**config.mk**
```make
export PLATFORM = sky130hd
export DESIGN_NAME = key_debounce_flat
export DESIGN_NICKNAME = d
export VERILOG_FILES = /design/src/rtl/key_debounce_pkg.sv /design/src/rtl/key_debounce_if.sv /design/src/rtl/key_debounce_ch.sv /design/src/rtl/key_debounce.sv /design/src/flat_wrapper.sv
export SDC_FILE = /design/constraint.sdc
export NUM_CORES = 1
export LEC_CHECK = 0
export ABC_AREA = 1
export BUFFER_PORTS_ARGS = -buffer_cell sky130_fd_sc_hd__buf_2
export CAP_MARGIN = 20
export CELL_PAD_IN_SITES_DETAIL_PLACEMENT = 1
export CELL_PAD_IN_SITES_GLOBAL_PLACEMENT = 1
export CORE_ASPECT_RATIO = 1.4
export CORE_MARGIN = 2
export CORE_UTILIZATION = 45
export DETAILED_ROUTE_END_ITERATION = 8
export PLACE_DENSITY = 0.81
export RECOVER_POWER = 25
export SLEW_MARGIN = 5
export SYNTH_ARGS = -nofsm -noshare
export SYNTH_HDL_FRONTEND = slang
export SYNTH_SLANG_ARGS = --single-unit
```
**constraint.sdc**
```tcl
create_clock -name clk -period 2.3 [get_ports clk]
set_input_delay 0.345 -clock clk [delete_from_list [all_inputs] [get_ports clk]]
set_output_delay 0.345 -clock clk [all_outputs]
set_load 0.02 [all_outputs]
```
**src/rtl/key_debounce_pkg.sv**
```systemverilog
// Shared definitions for the key conditioner: channel state type and
// the per-channel counter width helper.
package key_pkg;

  typedef enum logic [2:0] {
    IDLE,
    PRESS_DEB,
    HELD,
    REPEAT,
    REL_DEB
  } ch_state_t;

  // Width able to hold 0..max(a,b,c)-1, never less than one bit.
  function automatic int unsigned cnt_width(input int unsigned a,
                                            input int unsigned b,
                                            input int unsigned c);
    int unsigned m;
    m = a;
    if (b > m) m = b;
    if (c > m) m = c;
    return (m < 2) ? 1 : $clog2(m);
  endfunction

endpackage

```
**src/rtl/key_debounce_if.sv**
```systemverilog
// Pin-side and event-side signals of the key conditioner.
interface key_debounce_if #(
  parameter int unsigned N_KEYS = 4
);

  logic [N_KEYS-1:0] key_raw;
  logic [N_KEYS-1:0] key_level;
  logic [N_KEYS-1:0] press_pulse;
  logic [N_KEYS-1:0] release_pulse;
  logic [N_KEYS-1:0] repeat_pulse;

  modport master (
    output key_raw,
    input  key_level,
    input  press_pulse,
    input  release_pulse,
    input  repeat_pulse
  );

  modport slave (
    input  key_raw,
    output key_level,
    output press_pulse,
    output release_pulse,
    output repeat_pulse
  );

endinterface

```
**src/rtl/key_debounce_ch.sv**
```systemverilog
// One key channel: two-flop synchroniser, debounce/auto-repeat FSM and
// registered level/pulse outputs, advanced by the shared tick.
module key_debounce_ch
  import key_pkg::*;
#(
  parameter int unsigned ACTIVE_LOW   = 1,
  parameter int unsigned DEB_TICKS    = 20,
  parameter int unsigned REPEAT_DELAY = 500,
  parameter int unsigned REPEAT_RATE  = 100
) (
  input  logic clk,
  input  logic rst_N,
  input  logic tick,
  input  logic raw,
  output logic level,
  output logic press_pulse,
  output logic release_pulse,
  output logic repeat_pulse
);

  localparam int unsigned CW = cnt_width(DEB_TICKS, REPEAT_DELAY, REPEAT_RATE);
  localparam logic [CW-1:0] DEB_LAST   = CW'(DEB_TICKS - 1);
  localparam logic [CW-1:0] DELAY_LAST = CW'(REPEAT_DELAY - 1);
  localparam logic [CW-1:0] RATE_LAST  = CW'(REPEAT_RATE - 1);
  localparam logic          INACTIVE   = (ACTIVE_LOW != 0);

  logic      sync1, sync2;
  logic      k;
  ch_state_t state, state_nx;
  logic [CW-1:0] cnt, cnt_nx;
  logic      press_nx, release_nx, repeat_nx, level_nx;

  always_ff @(posedge clk or negedge rst_N) begin
    if (!rst_N) begin
      sync1 <= INACTIVE;
      sync2 <= INACTIVE;
    end else begin
      sync1 <= raw;
      sync2 <= sync1;
    end
  end

  assign k = (ACTIVE_LOW != 0) ? ~sync2 : sync2;

  always_ff @(posedge clk or negedge rst_N) begin
    if (!rst_N) begin
      state         <= IDLE;
      cnt           <= '0;
      level         <= 1'b0;
      press_pulse   <= 1'b0;
      release_pulse <= 1'b0;
      repeat_pulse  <= 1'b0;
    end else begin
      state         <= state_nx;
      cnt           <= cnt_nx;
      level         <= level_nx;
      press_pulse   <= press_nx;
      release_pulse <= release_nx;
      repeat_pulse  <= repeat_nx;
    end
  end

  // A level change on k always wins over a coincident tick.
  always_comb begin
    state_nx   = state;
    cnt_nx     = cnt;
    press_nx   = 1'b0;
    release_nx = 1'b0;
    repeat_nx  = 1'b0;
    case (state)
      IDLE: begin
        if (k) begin
          state_nx = PRESS_DEB;
          cnt_nx   = '0;
        end
      end
      PRESS_DEB: begin
        if (!k) begin
          state_nx = IDLE;
          cnt_nx   = '0;
        end else if (tick) begin
          if (cnt == DEB_LAST) begin
            state_nx = HELD;
            cnt_nx   = '0;
            press_nx = 1'b1;
          end else begin
            cnt_nx = cnt + 1'b1;
          end
        end
      end
      HELD: begin
        if (!k) begin
          state_nx = REL_DEB;
          cnt_nx   = '0;
        end else if (tick) begin
          if (cnt == DELAY_LAST) begin
            state_nx  = REPEAT;
            cnt_nx    = '0;
            repeat_nx = 1'b1;
          end else begin
            cnt_nx = cnt + 1'b1;
          end
        end
      end
      REPEAT: begin
        if (!k) begin
          state_nx = REL_DEB;
          cnt_nx   = '0;
        end else if (tick) begin
          if (cnt == RATE_LAST) begin
            cnt_nx    = '0;
            repeat_nx = 1'b1;
          end else begin
            cnt_nx = cnt + 1'b1;
          end
        end
      end
      REL_DEB: begin
        if (k) begin
          state_nx = HELD;
          cnt_nx   = '0;
        end else if (tick) begin
          if (cnt == DEB_LAST) begin
            state_nx   = IDLE;
            cnt_nx     = '0;
            release_nx = 1'b1;
          end else begin
            cnt_nx = cnt + 1'b1;
          end
        end
      end
      default: begin
        state_nx = IDLE;
        cnt_nx   = '0;
      end
    endcase
    level_nx = (state_nx == HELD) || (state_nx == REPEAT) || (state_nx == REL_DEB);
  end

endmodule

```
**src/rtl/key_debounce.sv**
```systemverilog
// Push-button conditioner: shared 1 ms-style tick prescaler feeding
// N_KEYS independent debounce/auto-repeat channels.
module key_debounce
  import key_pkg::*;
#(
  parameter int unsigned N_KEYS       = 4,
  parameter int unsigned ACTIVE_LOW   = 1,
  parameter int unsigned TICK_DIV     = 50000,
  parameter int unsigned DEB_TICKS    = 20,
  parameter int unsigned REPEAT_DELAY = 500,
  parameter int unsigned REPEAT_RATE  = 100
) (
  input  logic     clk,
  input  logic     rst_N,
  key_debounce_if.slave keys
);

  localparam int unsigned TW = (TICK_DIV < 2) ? 1 : $clog2(TICK_DIV);
  localparam logic [TW-1:0] TICK_LAST = TW'(TICK_DIV - 1);

  if (TICK_DIV < 1 || DEB_TICKS < 1 || REPEAT_DELAY < 1 || REPEAT_RATE < 1) begin : g_bad_param
    $error("key_debounce: tick and count parameters must all be >= 1");
  end

  logic [TW-1:0]     tick_cnt;
  logic              tick;
  logic [N_KEYS-1:0] level, press, rel, rep;

  assign tick = (tick_cnt == TICK_LAST);

  always_ff @(posedge clk or negedge rst_N) begin
    if (!rst_N) begin
      tick_cnt <= '0;
    end else if (tick) begin
      tick_cnt <= '0;
    end else begin
      tick_cnt <= tick_cnt + 1'b1;
    end
  end

  for (genvar i = 0; i < N_KEYS; i++) begin : g_ch
    key_debounce_ch #(
      .ACTIVE_LOW   (ACTIVE_LOW),
      .DEB_TICKS    (DEB_TICKS),
      .REPEAT_DELAY (REPEAT_DELAY),
      .REPEAT_RATE  (REPEAT_RATE)
    ) u_ch (
      .clk           (clk),
      .rst_N         (rst_N),
      .tick          (tick),
      .raw           (keys.key_raw[i]),
      .level         (level[i]),
      .press_pulse   (press[i]),
      .release_pulse (rel[i]),
      .repeat_pulse  (rep[i])
    );
  end

  assign keys.key_level     = level;
  assign keys.press_pulse   = press;
  assign keys.release_pulse = rel;
  assign keys.repeat_pulse  = rep;

endmodule

```
**src/flat_wrapper.sv**
```systemverilog
// flat-port wrapper written by rule: the top's interface ports become plain ports
module key_debounce_flat import key_pkg::*;
#(
  parameter int unsigned N_KEYS       = 4,
  parameter int unsigned ACTIVE_LOW   = 1,
  parameter int unsigned TICK_DIV     = 50000,
  parameter int unsigned DEB_TICKS    = 20,
  parameter int unsigned REPEAT_DELAY = 500,
  parameter int unsigned REPEAT_RATE  = 100
)
  (clk, rst_N, keys_key_raw, keys_key_level, keys_press_pulse, keys_release_pulse, keys_repeat_pulse);
  key_debounce_if #(.N_KEYS(N_KEYS)) keys_i ();
  input  logic clk;
  input  logic rst_N;
  input wire logic [$bits(keys_i.key_raw)-1:0] keys_key_raw;
  output wire logic [$bits(keys_i.key_level)-1:0] keys_key_level;
  output wire logic [$bits(keys_i.press_pulse)-1:0] keys_press_pulse;
  output wire logic [$bits(keys_i.release_pulse)-1:0] keys_release_pulse;
  output wire logic [$bits(keys_i.repeat_pulse)-1:0] keys_repeat_pulse;
  assign keys_i.key_raw = keys_key_raw;
  assign keys_key_level = keys_i.key_level;
  assign keys_press_pulse = keys_i.press_pulse;
  assign keys_release_pulse = keys_i.release_pulse;
  assign keys_repeat_pulse = keys_i.repeat_pulse;
  key_debounce #(.N_KEYS(N_KEYS), .ACTIVE_LOW(ACTIVE_LOW), .TICK_DIV(TICK_DIV), .DEB_TICKS(DEB_TICKS), .REPEAT_DELAY(REPEAT_DELAY), .REPEAT_RATE(REPEAT_RATE)) u_core (.clk(clk), .rst_N(rst_N), .keys(keys_i));
endmodule
```
==> flow_metrics.tcl <==
set metrics [dict create \
    detail_route.vias_per_cell 5.45 \
    timing_max_transition_violations_final 0 \
    mostFrequentLayoutCell "sky130_fd_sc_hd__nand2_1" \
    mappedNetlistNets 828 \
    placed_instances 968 \
    layout_min_cycle_time_ps 2110 \
    ctsLongestPathBuffers 2 \
    drt_wl_total_mm 16.0 \
    syn_area_um2 5560 \
    post-route-util_pct 49.6 \
    fmax_mhz 473 \
    post_synth_inst_count 817 \
    worst_setup_path_start_kind "flip-flop" \
    layout-drive-gt1-share_pct 9.94 \
    hold_path_startpoint "keys_key_raw[1]" \
    gr-usage-all-layers_pct 24.9 \
    crit_required_ps 2530 \
    clock_sinks 88 \
    finalWorstSetupSlack_ps 188 \
    critPathSlowestCell "sky130_fd_sc_hd__dfrtp_1" \
    power_density_nw_per_um2 556 \
    syn2layout_area_growth_pct 8.68 \
    slew_headroom_pct 16.9 \
    slowest_delay_ps 390 \
    io_buffer_count 21 \
    insertedDiodeCount 0 \
    hold-worst-slack_ps 94.5 \
    cts_tree "done" \
    setup_repair_bufs_after_cts 0 \
    setup_violations 0 \
    grt_antenna_before_repair 0 \
    worst_r2r_startpoint "u_core.tick_cnt[0]" \
    synthesis.yosys.warnings 0 \
    max_slew.worst_pin.slew_ps 1250 \
    worstPathArrival_ps 2340 \
    num_io_pins 22 \
    final_net_count 841 \
    placeableCoreArea_um2 12200 \
    rsz_0062_raised_after_global_routing "false" \
    classification_of_the_worst_slack_hold_path "input pin to flip-flop" \
    row_count 48 \
    fill_cells 1657 \
    grt_pass1_wl_mm 27.1 \
    clk_latency_ps 350 \
    detailroute.via_count 5368 \
    detailedPlace.worstSlack_ps 207 \
    initial_standard_cell_utilization_of_the_core_pct 45.6 \
    final_cell_count_no_fill 985 \
    critPathBufInv 2 \
    max-cap-violations 0 \
    seq_cells_post_synth 88 \
    final-hold-violation-count 0 \
    synth.avg_cell_area_um2 6.81 \
    cts-root-buf "sky130_fd_sc_hd__clkbuf_16" \
    final.period_utilization_pct 91.8 \
    netlist.area_leader.share_pct 36.0 \
    timing.critical_path.cells "ha_1 -> nand3_2 -> nor3_1 -> nand2_2 -> inv_2 -> nand2_1 -> o21ai_1 -> inv_1" \
    largest_fanout_on_the_critical_path 9 \
    worst_clock_skew_ps 9.45 \
    post-synth-top-area-cell "sky130_fd_sc_hd__dfrtp_1" \
    grt-ovfl-total 0 \
    timing.setup.critical_path_class "flip-flop to flip-flop" \
    timing.critical_path.from "u_core.tick_cnt[0]" \
    post_route_standard_cell_area_excluding_fillers_um2 6050 \
    design.die.area_um2 13300 \
    placement.cell_area_um2 5740 \
    power.ir.vdd_worst_v 0.000420 \
    synth.lib_cells_used.distinct 39 \
    first_global_vias 5816 \
    hpwl_dp_mm 12.1 \
    drc_viols 0 \
    cell_leakage_power_nw 3.18 \
    synth_sequential_area_ratio_pct 39.8 \
    finalPower_mw 3.36 \
    cp_top_family "simple AND/OR/NAND/NOR gates" \
    globalplace.congestion 0.896 \
    multi_input_comb_area_um2 2700 \
    antenna_left 0 \
    ff_latch_area_um2 2210 \
    detail_route.first_pass.iterations 6 \
    ctsHtreeMaxLevel 3 \
    status "completed" \
    grt_start_max_net_pins 47 \
    layout_common_cells "sky130_fd_sc_hd__nand2_1, sky130_fd_sc_hd__nor2_1, sky130_fd_sc_hd__inv_1" \
    die_x_um 98.0 \
    detail_route.wl_per_cell_um 16.2 \
    fin_tns_setup_ps 0 \
    critical_path_capture_point_type "flip-flop" \
    area_contributors_post_synth "sky130_fd_sc_hd__dfrtp_1, sky130_fd_sc_hd__nand2_1, sky130_fd_sc_hd__nor2_1" \
    drt_iter0_markers 271 \
    die_h_um 136 \
    clk_pin_slew_ps 70 \
    tritoncts.num_buffers 9 \
]
[cells by family (layout without fill, tap and decap cells)]
kind of cell,after synthesis,in the layout,synth area share (%)
compound gates,76,76,7.83
buf+inv,145,163,11.7
fa+ha+maj,5,5,1.12
flops,88,88,39.8
simple gates,496,496,38.5
xor+xnor,7,7,1.10
[registers in the layout, summed over array words and instances, names as in the netlist]
name / cells
u_core.g_ch.u_ch.cnt: 36
u_core.g_ch.u_ch.level: 4
u_core.g_ch.u_ch.press_pulse: 4
u_core.g_ch.u_ch.release_pulse: 4
u_core.g_ch.u_ch.repeat_pulse: 4
u_core.g_ch.u_ch.state: 12
u_core.g_ch.u_ch.sync1: 4
u_core.g_ch.u_ch.sync2: 4
u_core.tick_cnt: 16
[final cells by class]
| cell class | count | share of cell area [%] |
|---|---|---|
| clock buffers | 10 | 3.79 |
| repair buffers | 32 | 3.54 |
| multi-input cells | 584 | 44.7 |
| well taps | 150 | 3.10 |
| flip-flops and latches | 88 | 36.6 |
| inverters | 115 | 7.14 |
| clock inverters | 6 | 1.14 |
[synthesized netlist by cell type]
cell                        count
sky130_fd_sc_hd__nand3b_1       3
sky130_fd_sc_hd__o41ai_1        2
sky130_fd_sc_hd__a21oi_1       18
sky130_fd_sc_hd__buf_2          7
sky130_fd_sc_hd__xnor2_1        1
sky130_fd_sc_hd__o22ai_1        1
sky130_fd_sc_hd__o2111ai_1      1
sky130_fd_sc_hd__dfrtp_1       80
sky130_fd_sc_hd__nand2_4        1
sky130_fd_sc_hd__a21oi_2        1
sky130_fd_sc_hd__o221ai_1       1
sky130_fd_sc_hd__nor3b_1        2
sky130_fd_sc_hd__o22ai_2        1
sky130_fd_sc_hd__nand3_2        4
sky130_fd_sc_hd__nand2_1      228
sky130_fd_sc_hd__nor4_1         3
sky130_fd_sc_hd__nor3_2         2
sky130_fd_sc_hd__o211ai_1       4
sky130_fd_sc_hd__a211oi_1       2
sky130_fd_sc_hd__ha_1           5
sky130_fd_sc_hd__inv_2          7
sky130_fd_sc_hd__o21bai_1       1
sky130_fd_sc_hd__buf_4         20
sky130_fd_sc_hd__nor2_1       123
sky130_fd_sc_hd__buf_6          3
sky130_fd_sc_hd__dfstp_2        8
sky130_fd_sc_hd__o21ai_0       23
sky130_fd_sc_hd__nor2_2         5
sky130_fd_sc_hd__nand4_1       23
sky130_fd_sc_hd__a21boi_0       1
sky130_fd_sc_hd__a31oi_1        2
sky130_fd_sc_hd__nand2_2        8
sky130_fd_sc_hd__nand3_1       78
sky130_fd_sc_hd__o21ai_1       16
sky130_fd_sc_hd__o21a_1         1
sky130_fd_sc_hd__inv_1        108
sky130_fd_sc_hd__a21o_1         1
sky130_fd_sc_hd__xor2_1         6
sky130_fd_sc_hd__nor3_1        16
[power by group]
| group | internal (mW) | total [mW] | switching (mW) |
|---|---|---|---|
| registers | 1.57 | 1.59 | 0.0181 |
| logic | 0.0699 | 0.267 | 0.198 |
| clock network | 0.849 | 1.50 | 0.655 |
| total | 2.49 | 3.36 | 0.870 |
[timing repair]
item | 4_1_cts | 5_1_grt
hold buffers | 1 | 0
resized for setup | 0 | 1
hold endpoints to repair | 16 | 0
endpoints found under the setup margin | 0 | 2
[metal layers]
metal / GRT usage (%) / up-vias / wire length, um
li1: - / 2613 / -
met3: 3.15 / 34 / 400
met4: 9.72 / 0 / 395
met1: 27.5 / 2625 / 6450
met5: 0 / - / 0
met2: 47.8 / 96 / 8700
[path summary, 6_finish.rpt]
path | endpoint | slack (ps) | cells after the start
max | u_core.g_ch[0].u_ch.state[2] | 190 | 8
min | u_core.g_ch[1].u_ch.sync1 | 90 | 1
max reg2reg | u_core.g_ch[0].u_ch.state[2] | 190 | 8
min reg2reg | u_core.g_ch[1].u_ch.sync2 | 350 | 0
max in group asynchronous | u_core.g_ch[1].u_ch.sync1 | 480 | 3
min in group asynchronous | u_core.g_ch[0].u_ch.cnt[7] | 790 | 2
[worst register-to-register path, stage by stage (launching register included)]
cell and delay (ps):
sky130_fd_sc_hd__dfrtp_1 390, sky130_fd_sc_hd__ha_1 220, sky130_fd_sc_hd__nand3_2 160, sky130_fd_sc_hd__nor3_1 350, sky130_fd_sc_hd__nand2_2 230, sky130_fd_sc_hd__inv_2 200, sky130_fd_sc_hd__nand2_1 130, sky130_fd_sc_hd__o21ai_1 230
sky130_fd_sc_hd__inv_1 80
Power figures use the tool's default switching activity.
